--- src/rtl/team_06_pkg.sv ---
// team_06 shared types and constants for the audio path.
// Used by team_06_i2s_rx and its neighbours.
package team_06_pkg;

    localparam int I2S_SLOT_BITS  = 32;
    localparam int I2S_FRAME_BITS = 64;

    typedef logic signed [7:0] sample8_t;

    typedef enum logic {
        RX_IDLE,
        RX_RUN
    } i2s_rx_state_t;

endpackage

--- src/rtl/team_06_sync2.sv ---
// team_06_sync2: generic two-flop synchroniser, async active-low reset.
// Reusable for adc data, miso and push buttons.
module team_06_sync2 #(
    parameter int WIDTH = 1
) (
    input  logic             clk,
    input  logic             rst,
    input  logic [WIDTH-1:0] d,
    output logic [WIDTH-1:0] q
);

    logic [WIDTH-1:0] meta;

    // two register stages to settle metastability on asynchronous inputs
    always_ff @(posedge clk or negedge rst) begin
        if (!rst) begin
            meta <= '0;
            q    <= '0;
        end else begin
            meta <= d;
            q    <= meta;
        end
    end

endmodule

--- src/rtl/team_06_i2s_rx.sv ---
// team_06_i2s_rx: mono I2S receiver, left slot reduced to OUT_BITS.
// Optional rounding/saturation with TEAM_06_I2S_RX_ROUND_EN.
module team_06_i2s_rx
    import team_06_pkg::*;
#(
    parameter int SAMPLE_BITS = 24,
    parameter int SLOT_BITS   = I2S_SLOT_BITS,
    parameter int OUT_BITS    = 8
) (
    input  logic                       clk,
    input  logic                       rst,
    input  logic                       en,
    input  logic                       i2sclk,
    input  logic                       past_i2sclk,
    input  logic                       adc_serial_in,
    output logic                       ws,
    output logic signed [OUT_BITS-1:0] i2s_parallel_out,
    output logic                       finished
);

    localparam int CNT_W = $clog2(2 * SLOT_BITS);

    localparam logic [CNT_W-1:0] SLOT_C = CNT_W'(SLOT_BITS);
    localparam logic [CNT_W-1:0] SAMP_C = CNT_W'(SAMPLE_BITS);
    localparam logic [CNT_W-1:0] ONE_C  = CNT_W'(1);

    i2s_rx_state_t          state;
    logic [CNT_W-1:0]       bit_cnt;
    logic [CNT_W-1:0]       cnt_next;
    logic [SAMPLE_BITS-1:0] shift;
    logic                   load;
    logic                   sd;
    logic                   rise;
    logic                   fall;
    logic                   in_window;

    team_06_sync2 #(
        .WIDTH(1)
    ) u_sync (
        .clk (clk),
        .rst (rst),
        .d   (adc_serial_in),
        .q   (sd)
    );

    assign rise      = i2sclk & ~past_i2sclk;
    assign fall      = ~i2sclk & past_i2sclk;
    assign cnt_next  = bit_cnt + ONE_C;
    assign in_window = (bit_cnt >= ONE_C) && (bit_cnt <= SAMP_C);

    function automatic logic [OUT_BITS-1:0] reduce(
        input logic [SAMPLE_BITS-1:0] s
    );
`ifdef TEAM_06_I2S_RX_ROUND_EN
        logic [OUT_BITS-1:0] top;
        logic                rnd;
        logic [OUT_BITS:0]   sum;
        top = s[SAMPLE_BITS-1 -: OUT_BITS];
        rnd = s[SAMPLE_BITS-OUT_BITS-1];
        sum = {top[OUT_BITS-1], top} + {{OUT_BITS{1'b0}}, rnd};
        // adding a non-negative bit can only overflow upwards
        if (sum[OUT_BITS] != sum[OUT_BITS-1]) begin
            return {1'b0, {(OUT_BITS-1){1'b1}}};
        end
        return sum[OUT_BITS-1:0];
`else
        return s[SAMPLE_BITS-1 -: OUT_BITS];
`endif
    endfunction

    // receiver FSM: frame counting, ws, capture and output register
    always_ff @(posedge clk or negedge rst) begin
        if (!rst) begin
            state            <= RX_IDLE;
            bit_cnt          <= '0;
            ws               <= 1'b0;
            shift            <= '0;
            load             <= 1'b0;
            i2s_parallel_out <= '0;
            finished         <= 1'b0;
        end else begin
            finished <= 1'b0;
            load     <= 1'b0;
            unique case (state)
                RX_IDLE: begin
                    bit_cnt <= '0;
                    ws      <= 1'b0;
                    shift   <= '0;
                    if (en) begin
                        state <= RX_RUN;
                    end
                end
                RX_RUN: begin
                    if (!en) begin
                        state   <= RX_IDLE;
                        bit_cnt <= '0;
                        ws      <= 1'b0;
                        shift   <= '0;
                    end else begin
                        if (fall) begin
                            bit_cnt <= cnt_next;
                            ws      <= (cnt_next >= SLOT_C);
                        end
                        if (rise && in_window) begin
                            shift <= {shift[SAMPLE_BITS-2:0], sd};
                            load  <= (bit_cnt == SAMP_C);
                        end
                        if (load) begin
                            i2s_parallel_out <= reduce(shift);
                            finished         <= 1'b1;
                        end
                    end
                end
                default: begin
                    state <= RX_IDLE;
                end
            endcase
        end
    end

endmodule
--- config.mk ---
export PLATFORM = sky130hd
export DESIGN_NAME = team_06_i2s_rx
export DESIGN_NICKNAME = d
export VERILOG_FILES = /design/src/rtl/team_06_pkg.sv /design/src/rtl/team_06_sync2.sv /design/src/rtl/team_06_i2s_rx.sv
export SDC_FILE = /design/constraint.sdc
export NUM_CORES = 1
export LEC_CHECK = 0
export CAP_MARGIN = 15
export CORE_ASPECT_RATIO = 0.9
export CORE_MARGIN = 2
export CORE_UTILIZATION = 45
export CTS_BUF_LIST = sky130_fd_sc_hd__clkbuf_4
export CTS_CLUSTER_SIZE = 25
export DETAILED_ROUTE_END_ITERATION = 12
export PLACE_DENSITY = 0.62
export SYNTH_ARGS = -nofsm -noshare
export SYNTH_HDL_FRONTEND = slang
export SYNTH_HIERARCHICAL = 1
export SYNTH_SLANG_ARGS = --single-unit
--- constraint.sdc ---
create_clock -name clk -period 2.6 [get_ports clk]
set_clock_uncertainty 0.05 [all_clocks]
set_input_delay 0.78 -clock clk [delete_from_list [all_inputs] [get_ports clk]]
set_output_delay 0.78 -clock clk [all_outputs]
set_load 0.02 [all_outputs]
==> After elaboration in Yosys (flattened, before gate mapping) <==
Cells that the tools add are included.
{ "op_classes": {"add_sub_neg": 1, "order_cmp": 3, "n_eq_ne": 3, "mux": 16, "n_bitwise": 5, "n_reduce_logical": 3} }
{ "ops": {"columns": ["operator", "n"], "rows": [
  ["$mux 24", 2],
  ["$pmux 24 s2", 1],
  ["$mux 6", 2],
  ["$pmux 6 s2", 1],
  ["$mux 1", 9],
  ["$add 6x1->6 const B", 1],
  ["$eq 6x5->1 const B", 1],
  ["$ge 6x1->1 const B", 1],
  ["$ge 6x6->1 const B", 1],
  ["$le 6x5->1 const B", 1],
  ["$ne 3x2->1 const B", 2],
  ["$not 1->1", 3],
  ["$reduce_and 3->1", 1],
  ["$and 1x1->1", 2],
  ["$logic_and 1x1->1", 2],
  ["$pmux 1 s2", 1]
]} }
{ "word_totals": {"register_bits": 44, "inputBits": 6, "out_inout_bits": 10, "wordCells": 40} }

==> Longest topological paths before layout <==
{ "depth": {"word_depth": 6, "mapped_depth": 7, "mapped_depth_nobuf": 6} }

==> By module <==
The synthesis kept the hierarchy.
{ "modules_own_cells": {"columns": ["module", "n_inst", "cells_per_inst", "area_each_um2", "seq_area_each_um2"], "rows": [
  ["team_06_i2s_rx", 1, 146, 1789.2, 1051.0],
  ["team_06_sync2", 1, 2, 50.0, 50.0]
]} }

==> Worst setup path before layout <==
OpenSTA, ideal clock, no wires.
{ "synth_timing": {"kind": "input to register", "start": "input past_i2sclk", "end": "register shift[10]", "setup_ns": 0.079, "t_arrival_ns": 1.993, "t_required_ns": 2.471, "slack_ns": 0.478, "stages": 4, "n_path_buf": 1, "path_cell_list": "or3b_1 > a311oi_4 > buf_6 > mux2i_1"} }
{ "synth_via": {"elab_chain_len": 4} }
{ "synth_rtl": {"columns": ["element", "line_no", "text"], "rows": [
  ["start, declared", "team_06_i2s_rx.sv:14", "input logic past_i2sclk,"],
  ["$not 1->1", "team_06_i2s_rx.sv:46", "assign rise = i2sclk & ~past_i2sclk;"],
  ["$and 1x1->1", "team_06_i2s_rx.sv:46", null],
  ["$logic_and 1x1->1", "team_06_i2s_rx.sv:104", "if (rise && in_window) begin"],
  ["$ne 3x2->1 (no source line)", null, null],
  ["end signal, assigned", "team_06_i2s_rx.sv:105", "shift <= {shift[SAMPLE_BITS-2:0], sd};"],
  ["end, declared", "team_06_i2s_rx.sv:30", "logic [SAMPLE_BITS-1:0] shift;"]
]} }
Every way passes these cells.
A chain may end at the register's enable or synchronous reset.

==> Worst setup path in the final report <==
{ "layout_timing": {"start": "input i2sclk", "end": "register shift[9]"} }
{ "layout_via": {"elab_chain_len": 3} }
{ "layout_rtl": {"columns": ["element", "line_no", "text"], "rows": [
  ["start, declared", "team_06_i2s_rx.sv:13", "input logic i2sclk,"],
  ["$and 1x1->1", "team_06_i2s_rx.sv:46", null],
  ["$logic_and 1x1->1", "team_06_i2s_rx.sv:104", null],
  ["$ne 3x2->1 (no source line)", null, null]
]} }
Every way passes these cells.

==> results.yml <==
outcome:
  status: "complete, no violations"
cts:
  htreeDepth: 2
  clock_path_buffers: 2
  root_buffer: "clkbuf_4"
  ctsHoldBuffers: 0
  post_cts_buffers: 0
  clk_pin_slew_ns: 0.11
  cts_tree: "done"
  numCtsBuffers: 5
  clock-sinks: 44
  post_cts_resized: 0
  clock_latency_ns: 0.35
placed_design:
  pre_cts_ws_ns: 0.0362
  dpl.hpwl_mm: 2.09
  gp_congestion: 0.717
  io_buffers: 15
pwr:
  p_sw_share_pct: 23.0
  clkPwrFrac_pct: 28.5
  switchingPower_uw: 239
  p_leak_nw: 0.923
  power_per_cell_area_nw_per_um2: 495
  p_int_uw: 802
  pwr-share-comb_pct: 5.3
  ir_drop_mv: 0.235
  power.share.sequential_pct: 66.2
sta:
  finalMaxSlewViolations: 0
  timing.slew.headroom_pct: 63.7
  tightest_slew_ns: 0.545
  fin_ws_ns: 0.401
  holdWs_ns: 0.311
  fin_tns_setup_ns: 0
  setup_viol: 0
  grt_setup_unrepaired: "no"
  finalCritPeriodShare_pct: 84.6
  min_period_ns: 2.20
  fmaxAchievable_mhz: 455
  hold_viol_final: 0
floorplanning:
  dieArea_um2: 4620
  fp.dieW_um: 71.4
  start_util_pct: 46.1
  placementRows: 22
  coreArea_um2: 3990
  ios: 16
  die_y_um: 64.7
layout:
  fin_util_pct: 52.7
  antenna_cells: 0
  fin_nets: 178
  drive_above_1_share_pct: 11.3
  syn2layout_area_growth_pct: 14.4
worst_setup_path:
  critPathSlowestCell: "clkdlybuf4s50_1"
  r2r-end: "shift[9]"
  cp.arrival_ns: 2.42
  required_ns: 2.82
  r2r_slack_ns: 0.68
  slowest_delay_ns: 0.48
  crit_family: "buffers and inverters"
  endpoint_kind: "flip-flop"
  r2r_cells: 7
  r2r-start: "bit_cnt[0]"
  critical_path_class: "in2reg"
  worst-path-buf-inv: 2
  critPathLaunch: "i2sclk"
  cp_cell_sequence: "clkdlybuf4s50_1 > or3b_1 > a311oi_4 > buf_12 > mux2i_1"
  start_kind: "input port"
  worstPathMaxFanout: 24
synth:
  netlist_area_um2: 1840
  synth_commonest_cells: "44 x dfrtp_1, 33 x nand2_1, 24 x mux2i_1"
  yosysTopAreaCell: "dfrtp_1"
  synth_top_cells_by_area: "dfrtp_1 60%, mux2i_1 13%, nand2_1 6.7%"
  synth_edf_count: 0
  synth_cell_type_count: 25
  syn_area_per_cell_um2: 12.4
  synth_cells: 148
  ys_seq_elements: 44
  yosys.cell_count.top_type: "dfrtp_1"
  synth_seq_area_share_pct: 59.9
  syn_nets: 158
  synth_flop_cell: "dfrtp_1"
  ys_async_sr_fraction_pct: 100
  yosys.area.top_type_share_pct: 59.9
  ys_warn_count: 6
global_routing:
  overflow: 0
  grt_pass1_wl_mm: 5.27
  grt_max_degree: 27
  grtUsageTotal_pct: 14.9
  antenna_found_initial: 0
  grt_pass1_vias: 1180
route:
  initialDrtViolationCount: 43
  final_antenna_net_count: 0
  drt-wirelength-per-cell_um: 13.6
  wl_mm: 2.94
  drt_first_pass_iters: 4
  vias: 1099
  viasPerCell: 5.09
  drc: 0
min_path:
  whs_path_depth: 0
  hp-start: "u_sync/meta"
  min_path_type: "reg2reg"
  min_to: "u_sync/q"
job:
  cap_violations: 0
==> layout by cell type, fill, tap and decap left out, types with 3 or more instances in the layout <==
cell             count
a21oi_1              4
inv_1                3
ha_1                 4
mux2_2               8
clkbuf_4             5
clkdlybuf4s50_1     14
nand2_1             33
dfrtp_1             44
mux2i_1             24
nor2_1               4
==> through the flow <==
stage          instance area [µm²]  power, mW  std cells
2_1_floorplan                 1840      0.728        148
3_3_place_gp                  2060      0.758        209
3_5_place_dp                  2060      0.759        209
4_1_cts                       2100       1.06        216
5_1_grt                       2100       1.09        216
6_report                      2100       1.04        216
==> how the worst max path moves through the flow <==
stage	depth (start not counted)	slack (ns)	endpoint
finish	5	0.40	shift[9]
detailed placement	5	0.04	shift[9]
global route	5	0.36	shift[9]
global placement	5	0.1	shift[15]
CTS	5	0.41	shift[9]
floorplan	4	0.48	shift[10]
==> cells by family (layout without fill, tap and decap cells) <==
family                     after synthesis  after routing  synth area share [%]
muxes                                   32             32                  18.0
xor gates and xnor gates                 4              4                  1.91
AOI/OAI and AO/OA                        7              7                  3.06
buffers and inverters                    8             28                  2.45
and+or+nand+nor                         49             49                  12.0
adders and majority gates                4              4                  2.72
DFF                                     44             44                  59.9
==> per-layer routing <==
layer  routed length, µm  GRT usage [%]  part of all wire, %  vias to the layer above
met1                1420           18.9                   48                      539
met2                1350           23.8                   46                       17
met4                  38           4.25                  1.3                        0
met5                   0              0                    0                        -
li1                    -              -                    -                      537
met3                 131           5.75                  4.5                        6
==> sequential cells by signal, indices dropped and copies added, names as in the netlist <==
signal / cells
shift: 24
load: 1
u_sync/q: 1
i2s_parallel_out: 8
finished: 1
ws: 1
u_sync/meta: 1
bit_cnt: 6
state: 1
==> power groups by stage <==
stage | Combinational, mW | Sequential [mW] | Clock, mW
global route | 0.0620 | 0.690 | 0.340
global placement | 0.0555 | 0.702 | 0
floorplan | 0.0247 | 0.703 | 0
CTS | 0.0568 | 0.689 | 0.311
detailed placement | 0.0568 | 0.703 | 0
finish | 0.0553 | 0.689 | 0.297
==> final cells by class <==
class                           count  area, µm²
Clock buffer                        5       37.5
Clock inverter                      2       7.51
Fill cell                         359       1890
Inverter                            3       11.3
Multi-Input combinational cell     96        693
Sequential cell                    44       1100
Tap cell                           48       60.1
Timing Repair Buffer               18        193
(Power assumes the default switching activity.)
